--- config.mk ---
export PLATFORM = sky130hd
export DESIGN_NAME = mem_access_ctrl
export DESIGN_NICKNAME = d
export VERILOG_FILES = /design/src/rtl/mem_access_ctrl.sv
export SDC_FILE = /design/constraint.sdc
export NUM_CORES = 1
export LEC_CHECK = 0
export ABC_AREA = 1
export BUFFER_PORTS_ARGS = -buffer_cell sky130_fd_sc_hd__buf_2
export CAP_MARGIN = 20
export CORE_UTILIZATION = 45
export DETAILED_ROUTE_END_ITERATION = 16
export GPL_TIMING_DRIVEN = 0
export PLACE_DENSITY = 0.81
export SLEW_MARGIN = 20
export SYNTH_ARGS = -nofsm -noshare
export SYNTH_HDL_FRONTEND = slang
export SYNTH_SLANG_ARGS = --single-unit
export TNS_END_PERCENT = 20
--- constraint.sdc ---
create_clock -name clk -period 1.65 [get_ports clk]
set_clock_uncertainty 0.05 [all_clocks]
set_input_delay 0.2475 -clock clk [delete_from_list [all_inputs] [get_ports clk]]
set_output_delay 0.2475 -clock clk [all_outputs]
set_load 0.05 [all_outputs]
--- src/rtl/mem_access_ctrl.sv ---
// MEM-stage data memory access controller: sequences word, byte and indirect
// loads/stores over a handshaked memory port and stalls the pipeline meanwhile.
module mem_access_ctrl #(
    parameter bit ALIGN_WORD = 1'b1
) (
    input  logic        clk,
    input  logic        rst_n,
    input  logic        req_valid,
    input  logic [2:0]  op,
    input  logic [15:0] addr_in,
    input  logic [15:0] wdata_in,
    output logic        mem_read,
    output logic        mem_write,
    output logic [1:0]  mem_byte_enable,
    output logic [15:0] mem_address,
    output logic [15:0] mem_wdata,
    input  logic        mem_resp,
    input  logic [15:0] mem_rdata,
    output logic [15:0] rdata_out,
    output logic [15:0] ldb_out,
    output logic [15:0] addr_out,
    output logic        stall,
    output logic        done
);

    typedef enum logic [1:0] {IDLE, ACC1, ACC2, DONE} state_t;

    localparam logic [2:0] OP_LDW = 3'b001;
    localparam logic [2:0] OP_LDB = 3'b010;
    localparam logic [2:0] OP_LDI = 3'b011;
    localparam logic [2:0] OP_STW = 3'b100;
    localparam logic [2:0] OP_STB = 3'b101;
    localparam logic [2:0] OP_STI = 3'b110;

    state_t      state, state_nxt;
    logic [2:0]  op_q;
    logic        valid_op, accept, indirect_q, load_q, final_resp;
    logic        read_d, write_d, done_d;
    logic [1:0]  be_d;
    logic [15:0] address_d, wdata_d, rdata_d, ldb_d, addr_out_d;
    logic [7:0]  sel_byte;

    function automatic logic [15:0] word_addr(input logic [15:0] a);
        word_addr = ALIGN_WORD ? {a[15:1], 1'b0} : a;
    endfunction

    assign valid_op   = (op != 3'b000) && (op != 3'b111);
    assign accept     = (state == IDLE) && req_valid && valid_op;
    assign stall      = req_valid && valid_op && (state != DONE);
    assign indirect_q = (op_q == OP_LDI) || (op_q == OP_STI);
    assign load_q     = (op_q == OP_LDW) || (op_q == OP_LDB) || (op_q == OP_LDI);
    assign final_resp = mem_resp && (((state == ACC1) && !indirect_q) || (state == ACC2));
    assign sel_byte   = mem_address[0] ? mem_rdata[15:8] : mem_rdata[7:0];

    always_ff @(posedge clk or negedge rst_n) begin
        if (!rst_n)
            state <= IDLE;
        else
            state <= state_nxt;
    end

    always_comb begin
        state_nxt = state;
        case (state)
            IDLE: if (accept) state_nxt = ACC1;
            ACC1: if (mem_resp) state_nxt = indirect_q ? ACC2 : DONE;
            ACC2: if (mem_resp) state_nxt = DONE;
            DONE: state_nxt = IDLE;
            default: state_nxt = IDLE;
        endcase
    end

    // Next values for the registered outputs; anything not touched holds.
    always_comb begin
        read_d     = mem_read;
        write_d    = mem_write;
        be_d       = mem_byte_enable;
        address_d  = mem_address;
        wdata_d    = mem_wdata;
        done_d     = 1'b0;
        rdata_d    = rdata_out;
        ldb_d      = ldb_out;
        addr_out_d = addr_out;
        case (state)
            IDLE: begin
                if (accept) begin
                    read_d  = (op == OP_LDW) || (op == OP_LDB) || (op == OP_LDI) || (op == OP_STI);
                    write_d = (op == OP_STW) || (op == OP_STB);
                    if ((op == OP_LDB) || (op == OP_STB)) begin
                        address_d = addr_in;
                        be_d      = addr_in[0] ? 2'b10 : 2'b01;
                    end else begin
                        address_d = word_addr(addr_in);
                        be_d      = 2'b11;
                    end
                    wdata_d = (op == OP_STB) ? {2{wdata_in[7:0]}} : wdata_in;
                end
            end
            ACC1: begin
                // Pointer fetched: retarget the request to the pointed-to word.
                if (mem_resp && indirect_q) begin
                    address_d = word_addr(mem_rdata);
                    be_d      = 2'b11;
                    read_d    = (op_q == OP_LDI);
                    write_d   = (op_q == OP_STI);
                end
            end
            default: ;
        endcase
        if (final_resp) begin
            read_d     = 1'b0;
            write_d    = 1'b0;
            done_d     = 1'b1;
            addr_out_d = mem_address;
            if (load_q)
                rdata_d = mem_rdata;
            if (op_q == OP_LDB)
                ldb_d = {{8{sel_byte[7]}}, sel_byte};
        end
    end

    always_ff @(posedge clk or negedge rst_n) begin
        if (!rst_n) begin
            op_q            <= 3'b000;
            mem_read        <= 1'b0;
            mem_write       <= 1'b0;
            mem_byte_enable <= 2'b00;
            mem_address     <= 16'h0000;
            mem_wdata       <= 16'h0000;
            done            <= 1'b0;
            rdata_out       <= 16'h0000;
            ldb_out         <= 16'h0000;
            addr_out        <= 16'h0000;
        end else begin
            if (accept)
                op_q <= op;
            mem_read        <= read_d;
            mem_write       <= write_d;
            mem_byte_enable <= be_d;
            mem_address     <= address_d;
            mem_wdata       <= wdata_d;
            done            <= done_d;
            rdata_out       <= rdata_d;
            ldb_out         <= ldb_d;
            addr_out        <= addr_out_d;
        end
    end

endmodule

==> impl_metrics.json <==
{
  "status": "finished, final reports clean",
  "syn_area_per_cell_um2": 9.11,
  "dieArea_um2": 9270,
  "cts_tree": "built",
  "grt_pass1_vias": 3261,
  "synthCells": 439,
  "worstMarginPinSlew_ns": 0.450,
  "min_path_type": "in2reg",
  "crit_type": "reg2out",
  "yosysMostFrequentCell": "nand2_1",
  "syn_area_um2": 4000,
  "yosys-top-cells-count": "nand2_1, dfrtp_1, o21ai_2, inv_1, o21ai_0",
  "path_cells": "ha_1 > nor2_2 > buf_6",
  "required_ns": 1.35,
  "worst-path-buf-inv": 1,
  "clk_pin_slew_ns": 0.09,
  "syn_to_final_growth_pct": 32.3,
  "row_count": 34,
  "fin_crit_sh_pct": 98.0,
  "path_max_fanout": 4,
  "n_antenna_cell": 0,
  "rsz0062_at_grt": "true",
  "grt_max_degree": 54,
  "synth_warnings": 0,
  "yosys.cell_types.count": 29,
  "setup_violations": 0,
  "cp_slowest_stage_delay_ns": 0.46,
  "r2r_start": "state[1]",
  "grt_pass1_wl_mm": 15.3,
  "core_um2": 8680,
  "htreeDepth": 3,
  "viasPerCell": 5.02,
  "crit_path_top_delay_cell": "dfrtp_2",
  "relSlewSlack_pct": 70.0,
  "vias": 3576,
  "io_pins": 141,
  "hold_ws_ns": 0.0515,
  "layout-drive-gt1-share_pct": 44.6,
  "cp-start-kind": "flop",
  "die_h_um": 96.3,
  "dr.pass1.iters": 4,
  "ctsLongestPathBuffers": 2,
  "first_iter_violations": 140,
  "synth_area_leaders": "dfrtp_1, nand2_1, o21ai_2",
  "track_usage_pct": 22.0,
  "grt.overflow.total": 0,
  "fin_nets": 660,
  "drv_slew": 0,
  "fin_area_um2": 5290,
  "portBuffers": 139,
  "async_flop_share_pct": 100,
  "initial_core_util_pct": 46.1,
  "hp-start": "wdata_in[6]",
  "clockRootBuffer": "clkbuf_8",
  "finalWirelength_mm": 10.2,
  "ys.flop_type": "dfrtp_1",
  "ant_nets": 0,
  "post_dp_cell_area_um2": 4860,
  "synth_seq_cells": 82,
  "die_w_um": 96.3,
  "dp_hpwl_mm": 7.53,
  "insertion_delay_ns": 0.35,
  "drc": 0,
  "fin_util_pct": 60.9,
  "synth_nets": 499,
  "startpoint": "state[0]",
  "synth_top_area_cell": "dfrtp_1",
  "cp.arrival_ns": 1.32,
  "gp_congestion": 0.824,
  "synth-edff-count": 0,
  "cts.sinks": 82,
  "max_cap_violations": 0,
  "ys_seq_area_share_pct": 51.3,
  "synth_top_area_share_pct": 51.3,
  "timing.final.crit_period_ns": 1.62,
  "cp-end-kind": "output pin",
  "cts_made_buffers": 9,
  "hold_violations": 0,
  "post_drt_wl_per_cell_um": 14.3,
  "max_freq_mhz": 618,
  "cp_top_family": "flip-flops",
  "antenna_found_initial": 1
}
==> per-stage QoR <==
stage	setup TNS (ns)	setup slack (ns)	std cells
CTS	-0.0367	-0.00927	710
global route	-1.88	-0.0711	713
detailed placement	-1.23	-0.0830	687
global placement	-27.14	-0.328	686
finish	0	0.0324	713
floorplan	0	0.0684	439
==> cell usage in the layout, fill, tap and decap left out, types with 2 or more instances in the layout <==
cell	count
o21ai_2	41
ha_4	2
dfrtp_1	80
buf_4	19
o21ai_0	28
nand2_1	160
bufinv_16	2
inv_1	26
inv_2	2
inv_6	3
nand3_1	20
clkbuf_8	9
buf_8	2
buf_2	141
buf_6	9
a21oi_1	3
nor2_2	3
nand3_4	2
inv_4	2
o21a_1	8
inv_8	2
nand3_2	4
nor2_1	2
ha_1	3
nand2_2	11
dfrtp_2	2
clkbuf_2	2
nand2_4	4
==> cells by family (layout without fill, tap and decap cells) <==
logic type	Yosys count	in the layout	synth area share, %
AO/OA/AOI/OAI	82	82	14.7
adder cells (fa/ha/maj)	5	5	1.56
buffers and inverters	60	226	9.17
flip-flops	82	82	51.3
AND/OR/NAND/NOR	210	210	23.3
==> flip-flops by register name, summed over array words and instances, names as in the netlist, 2 cells and up <==
| register | count |
|---|---|
| addr_out | 16 |
| mem_address | 16 |
| mem_wdata | 16 |
| rdata_out | 16 |
| ldb_out | 8 |
| op_q | 3 |
| mem_byte_enable | 2 |
| state | 2 |
==> path summary, 6_finish.rpt <==
check	to	slack, ns	depth (start not counted)
max	stall	0.03	3
min	mem_wdata[6]	0.05	3
max reg2reg	mem_address[6]	0.03	11
min reg2reg	addr_out[12]	0.43	2
max in group asynchronous	ldb_out[7]	0.61	3
min in group asynchronous	addr_out[8]	0.32	2
==> layer usage <==
metal  vias to the layer above  GRT usage [%]  part of all wire, %
met5                         -              0                 0.17
met4                         2           9.58                  2.3
met1                      1702           27.8                   43
met3                        23           5.92                  8.0
met2                       135           35.2                   47
li1                       1714              -                    -
==> layout make-up <==
class	instances	area, µm²
multi-input combinational	297	1650
clock inverter	7	105
inverter	31	129
fill	758	3390
tap	108	135
buffer	28	248
clock buffer	9	124
sequential	82	2050
timing repair buffer	151	847
==> repair_timing <==
item,CTS,global route
pin swaps,1,0
cloned,0,1
resized for setup,10,23
hold buffers,1,0
endpoints found under the hold margin,29,0
endpoints found under the setup margin,65,74
setup buffers,6,3
==> tightest hold or removal path: cells and delay by family <==
kind,cells,cell delay (ns)
buf+inv,1,0.09
simple gates,2,0.08
Power is not shown: default switching activity piles up to over one toggle a cycle in this logic, so the estimate is an artifact.
